$ cat src/rtl/magnitude_iter.sv
// magnitude_iter: multi-cycle vector magnitude engine.
// Accepts DIMS unsigned W-bit components and returns the integer square root of
// their sum of squares. The root is either floor or rounded to nearest. The floor
// remainder (sum - floor_root^2) is also returned. Squaring is shift-add, one
// multiplier bit per cycle. The root is bit-serial restoring, one bit per cycle.
//
// Ports:
//   clk        rising-edge clock
//   rst        asynchronous active-high reset
//   ena        clock enable; when low all registers hold and no handshake completes
//   in_valid   operand vector valid
//   in_ready   engine idle and able to accept an operand vector
//   in_data    DIMS*W bits; component i at [i*W +: W]
//   in_round   sampled at acceptance: 1 = round-to-nearest root, 0 = floor root
//   out_valid  result valid
//   out_ready  consumer accepts the result
//   out_root   W+1-bit root result
//   out_rem    W+2-bit floor remainder
module magnitude_iter #(
  parameter int W    = 8,
  parameter int DIMS = 2
) (
  input  logic              clk,
  input  logic              rst,
  input  logic              ena,
  input  logic              in_valid,
  output logic              in_ready,
  input  logic [DIMS*W-1:0] in_data,
  input  logic              in_round,
  output logic              out_valid,
  input  logic              out_ready,
  output logic [W:0]        out_root,
  output logic [W+1:0]      out_rem
);

  localparam int PW  = DIMS * W;          // packed operand width
  localparam int SW  = 2 * W + 2;         // sum-of-squares width
  localparam int RW  = W + 1;             // root width
  localparam int MW  = W + 2;             // remainder width
  localparam int TW  = W + 4;             // root iteration working width
  localparam int BCW = $clog2(W + 1);     // counts 0..W
  localparam int CCW = (DIMS > 1) ? $clog2(DIMS) : 1;

  typedef enum logic [1:0] {IDLE, SQUARE, ROOT, DONE} state_t;

  state_t state, state_nx;

  logic           armed;
  logic [PW-1:0]  vec_sh;
  logic [SW-1:0]  mcand;
  logic [W-1:0]   mplier;
  logic [SW-1:0]  acc;
  logic           round_q;
  logic [BCW-1:0] bit_cnt;
  logic [CCW-1:0] comp_cnt;
  logic [RW-1:0]  root_q;
  logic [MW-1:0]  rem_q;

  logic           accept;
  logic           sq_done;
  logic           root_done;
  logic [SW-1:0]  acc_add;
  logic [TW-1:0]  rem_shift;
  logic [TW-1:0]  trial;
  logic [TW-1:0]  rem_diff;
  logic           root_ge;
  logic [RW-1:0]  root_next;
  logic [MW-1:0]  rem_next;
  logic           round_up;
  logic [RW-1:0]  root_final;

  assign accept    = in_valid && in_ready && ena;
  assign sq_done   = (comp_cnt == CCW'(DIMS - 1)) && (bit_cnt == BCW'(W - 1));
  assign root_done = (bit_cnt == BCW'(W));

  // State register
  always_ff @(posedge clk or posedge rst) begin
    if (rst) begin
      state <= IDLE;
    end else if (ena) begin
      state <= state_nx;
    end
  end

  // Next-state logic
  always_comb begin
    state_nx = state;
    case (state)
      IDLE:    if (in_valid && in_ready) state_nx = SQUARE;
      SQUARE:  if (sq_done)              state_nx = ROOT;
      ROOT:    if (root_done)            state_nx = DONE;
      DONE:    if (out_ready)            state_nx = IDLE;
      default:                           state_nx = IDLE;
    endcase
  end

  // Output logic; armed keeps in_ready low until the first enabled edge after reset
  always_comb begin
    in_ready  = (state == IDLE) && armed;
    out_valid = (state == DONE);
  end

  always_ff @(posedge clk or posedge rst) begin
    if (rst) begin
      armed <= 1'b0;
    end else if (ena) begin
      armed <= 1'b1;
    end
  end

  // Shift-add squaring step
  always_comb begin
    acc_add = mplier[0] ? acc + mcand : acc;
  end

  // Restoring square root step: the next radicand bit pair comes from the top of
  // acc, which is shifted left by two each ROOT cycle.
  always_comb begin
    rem_shift  = {rem_q, acc[SW-1 -: 2]};
    trial      = {1'b0, root_q, 2'b01};
    root_ge    = (rem_shift >= trial);
    rem_diff   = root_ge ? rem_shift - trial : rem_shift;
    rem_next   = MW'(rem_diff);
    root_next  = RW'({root_q, root_ge});
    // m > r is exact round-half-up on sqrt(sum); no tie is possible
    round_up   = round_q && ({1'b0, root_next} < rem_next);
    root_final = round_up ? root_next + RW'(1) : root_next;
  end

  // Datapath
  always_ff @(posedge clk or posedge rst) begin
    if (rst) begin
      vec_sh   <= '0;
      mcand    <= '0;
      mplier   <= '0;
      acc      <= '0;
      round_q  <= 1'b0;
      bit_cnt  <= '0;
      comp_cnt <= '0;
      root_q   <= '0;
      rem_q    <= '0;
      out_root <= '0;
      out_rem  <= '0;
    end else if (ena) begin
      case (state)
        IDLE: begin
          if (accept) begin
            // Component 0 goes straight into the multiplier; the rest queue up in vec_sh
            vec_sh   <= in_data >> W;
            mcand    <= SW'(in_data[W-1:0]);
            mplier   <= in_data[W-1:0];
            acc      <= '0;
            round_q  <= in_round;
            bit_cnt  <= '0;
            comp_cnt <= '0;
            root_q   <= '0;
            rem_q    <= '0;
          end
        end
        SQUARE: begin
          acc <= acc_add;
          if (bit_cnt == BCW'(W - 1)) begin
            bit_cnt  <= '0;
            comp_cnt <= comp_cnt + CCW'(1);
            mcand    <= SW'(vec_sh[W-1:0]);
            mplier   <= vec_sh[W-1:0];
            vec_sh   <= vec_sh >> W;
          end else begin
            bit_cnt <= bit_cnt + BCW'(1);
            mcand   <= mcand << 1;
            mplier  <= mplier >> 1;
          end
        end
        ROOT: begin
          acc     <= acc << 2;
          root_q  <= root_next;
          rem_q   <= rem_next;
          bit_cnt <= bit_cnt + BCW'(1);
          if (root_done) begin
            out_root <= root_final;
            out_rem  <= rem_next;
          end
        end
        default: ;
      endcase
    end
  end

endmodule

$ cat config.mk
export PLATFORM = sky130hd
export DESIGN_NAME = magnitude_iter
export DESIGN_NICKNAME = d
export VERILOG_FILES = /design/src/rtl/magnitude_iter.sv
export SDC_FILE = /design/constraint.sdc
export NUM_CORES = 1
export LEC_CHECK = 0
export ABC_AREA = 1
export CORE_MARGIN = 3
export CORE_UTILIZATION = 50
export CTS_BUF_LIST = sky130_fd_sc_hd__clkbuf_8
export DETAILED_ROUTE_END_ITERATION = 16
export HOLD_SLACK_MARGIN = 0.05
export PLACE_DENSITY = 0.79
export REMOVE_ABC_BUFFERS = 1
export SLEW_MARGIN = 20
export SYNTH_ARGS = -nofsm -noshare
export SYNTH_HDL_FRONTEND = slang
export SYNTH_SLANG_ARGS = --single-unit
$ cat constraint.sdc
create_clock -name clk -period 2.92 [get_ports clk]
set_input_delay 0.584 -clock clk [delete_from_list [all_inputs] [get_ports clk]]
set_output_delay 0.584 -clock clk [all_outputs]
set_load 0.02 [all_outputs]
==> out/summary.txt <==
Status: finished, final reports clean
Async S/R FF share, synth: 100%
Number of core rows: 39
Critical R2R Launch: rem_q[7]
P_leak: 3.60 nW
Mux cell area share after synthesis: 0.184%
Final Hold Fails: 0
Worst-margin pin slew: 0.741 ns
Design area: 7440 um^2
Worst R2R Path Depth: 22
Worst EP required: 3.21 ns
Drt total wl: 14,800 um
Pwr Total: 8.13 mW
Initial antenna violation count: 0
Tightest Hold Check Type: reg -> reg
Crit path time final: 2.82 ns
Netlist cell types: 45
Delay of the slowest cell on the worst path: 0.43 ns
All-Layer GR Usage: 22.9%
F_max: 355 MHz
Worst path top cell family by delay: simple AND/OR/NAND/NOR gates
Placed Area: 7060 um^2
Total congestion overflow: 0
Layout Nets: 936
Post-synth EDFFs: 0
TritonCTS Buffers: 9
Startpoint types: flop
Synth Area in XOR/XNOR: 2.43%
Clock Path Buffers: 2
CP bufs+invs: 1
Critical path class: reg -> reg
Synthesized area: 6120 um^2
Slew headroom: 50.6%
Post-Syn Instances: 776
Synthesis-stage register bit count: 99
WHS: 0.483 ns
Avg Cell Area, Syn: 7.89 um^2
Setup crit end: out_root[8]
Largest area contributor in the synthesized netlist: dfrtp_1
Pre-CTS WS: -0.105 ns
Most common cell in the netlist: nand2_1
Main combinational cell family by area after synthesis: simple AND/OR/NAND/NOR gates
Routed vias/inst: 5.44
First-pass GRT wire length: 24,800 um
Crit. Startpoint: rem_q[7]
Sequential-to-total area share from yosys stat: 40.5%
Switching share of total power: 47.8%
Worst skew pair latency: 0.39 ns
Via count: 5,536
PnR worst setup slack: 0.105 ns
GPL Wtd Cong: 0.920
Clock Power Share: 10.8%
WP depth: 22
Inserted Diodes: 0
Fin util: 63.5%
Hold bufs inserted after CTS: 0
Power Density: 1090 nW/um^2
Clock Sinks: 99
Clock Pin Slew Worst Setup and Hold Paths: 0.10 ns
1st-iter DRT viols: 343
Comb pwr share: 64.9%
Pint: 4.24 mW
Final setup vio count: 0
Adder-Cell Fraction of Synth Area: 8.91%
Worst path cell trace: ha_4, nand4_1, nor2_2, nand2_2, nand3_4, nand2_2, o21ai_2, ha_1, inv_1, nor2_1, o21ai_1, nand3_1, nand3_1, nand3_1, nand2_1, nand2_2, nand3_4, nand2_2, nand2_1, nand2_1, nand2_1, nand2_1
Die area: 13,600 um^2
DRT Pass-1 Iters: 4
Share of layout cells above drive strength 1: 15.7%
Die outline width: 117 um
CP max FO: 7
Synth Area in Simple Gates: 23.7%
Power share of the sequential group: 24.3%
FF-to-FF End: out_root[8]
NetSw: 3.89 mW
Crit-path slowest cell: dfrtp_1
Clock root buffer: clkbuf_8
Most frequent CP cell: nand2_1
H-Tree Depth: 3
Vias in the first global route: 5,358
Top cells by count, synth: nand2_1 (200), dfrtp_1 (99), inv_1 (96)
Routed wire per std cell: 14.6 um
Initial Util: 52.3%
Synth Warn #: 0
Die Ht: 117 um
Slew Limit Fails: 0
DRC violations left: 0
Port-buffer cells: 42
R2R Setup Slk: 0.10 ns
Post-route clock period utilization: 96.4%
Total core area: 11,700 um^2
Ports: 43
VDD IR max: 621 uV
Top_reg_cell synth: dfrtp_1
Post-DRT Antenna Nets: 0
Top cell type's share of synthesized area: 40.5%
Final HPWL DP: 10,900 um
CP Capture Type: flop
Synth-to-layout area growth: 21.5%
Synth Area in Compound Gates: 16.6%
CP arrival: 3.11 ns
RSZ-0062 raised after global routing: true
Final setup skew: 0.00895 ns
Max-cap violations: 0
Synth top area cells: dfrtp_1 (40%), nand2_1 (12%), ha_1 (8.6%)
Largest net degree at the start of global routing: 39
TritonCTS clock tree: built
-- registers in the layout, indices dropped and copies added (netlist names) --
name	flops
state	2
rem_q	10
round_q	1
mcand	18
bit_cnt	4
armed	1
mplier	8
out_rem	10
root_q	9
out_root	9
acc	18
comp_cnt	1
vec_sh	8
-- kinds of logic (layout without fill, tap and decap cells) --
logic type,Yosys count,count (layout)
flip-flops,99,99
XOR/XNOR,17,17
AND/OR/NAND/NOR,320,323
buffers and inverters,123,218
adder cells (fa/ha/maj),43,43
AO/OA/AOI/OAI,173,173
multiplexers,1,1
-- routing by layer --
| metal | up-vias | track usage, % | part of all wire [%] |
|---|---|---|---|
| li1 | 2788 | - | - |
| met1 | 2613 | 28.6 | 45 |
| met2 | 105 | 39.9 | 49 |
| met3 | 30 | 2.90 | 3.0 |
| met4 | 0 | 9.86 | 2.7 |
| met5 | - | 0 | 0 |
-- worst min path at each step --
| stage | from | to | slack, ns | cells past startpoint |
|---|---|---|---|---|
| 6_report | out_root[6] | out_root[6] | 0.48 | 2 |
| 5_1_grt | out_root[8] | out_root[8] | 0.50 | 2 |
| 4_1_cts | out_root[8] | out_root[8] | 0.49 | 2 |
| 3_5_place_dp | out_root[8] | out_root[8] | 0.46 | 2 |
| 3_3_place_gp | out_root[4] | out_root[4] | 0.46 | 2 |
| 2_1_floorplan | armed | armed | 0.46 | 1 |
-- stage by stage --
step,instances,TNS (ns)
global placement,997,-0.0577
CTS,1011,0
detailed placement,997,-0.788
floorplan,760,-25.96
finish,1017,0
global route,1017,-0.751
-- worst min-delay path, stage by stage (launching register included) --
cell	delay (ns)
dfrtp_1	0.35
nand2_1	0.05
nand2_1	0.05
-- cells in the final DEF, fill, tap and decap left out, types with 3 or more instances in the layout --
cell and instances:
xnor2_1 4, ha_4 9, nor3_1 3, nor2_1 27, a21oi_2 6, xor2_1 13
nor2_2 5, nand2_2 13, nand4_1 16, inv_2 12, ha_1 33, buf_4 53
clkdlybuf4s50_1 42, clkinv_1 3, nand3_2 3, o21a_1 7, a31oi_1 3, a22o_1 8
o21bai_1 3, o21ai_1 7, dfrtp_1 99, nand2_4 4, nand2_1 197, a21oi_1 28
o22ai_1 33, or2_2 4, clkbuf_8 9, inv_1 90, o211ai_1 8, nand3_1 42
o21ai_0 60
-- repair_timing --
| item | 4_1_cts | 5_1_grt |
|---|---|---|
| setup endpoints to repair | 9 | 9 |
| pin swaps | 1 | 10 |
| setup buffers | 0 | 3 |
| gates cloned | 0 | 3 |
| resized for setup | 5 | 26 |
-- cell type report --
cell class / instances / area, um^2
clock buffer: 9 / 124
clock inverter: 5 / 56.3
fill: 1002 / 4270
inverter: 107 / 407
multi-input combinational: 557 / 3350
sequential: 99 / 2480
tap: 143 / 179
timing repair buffer: 97 / 850
-- power by group through the flow --
| stage | logic (mW) | registers (mW) | clock network (mW) |
|---|---|---|---|
| 6_report | 5.27 | 1.98 | 0.877 |
| 5_1_grt | 5.85 | 2.02 | 0.947 |
| 4_1_cts | 4.89 | 1.95 | 0.897 |
| 3_5_place_dp | 4.84 | 1.97 | 0 |
| 3_3_place_gp | 4.78 | 1.96 | 0 |
| 2_1_floorplan | 3.27 | 1.93 | 0 |
No activity file was read; power rests on OpenSTA's default activity.
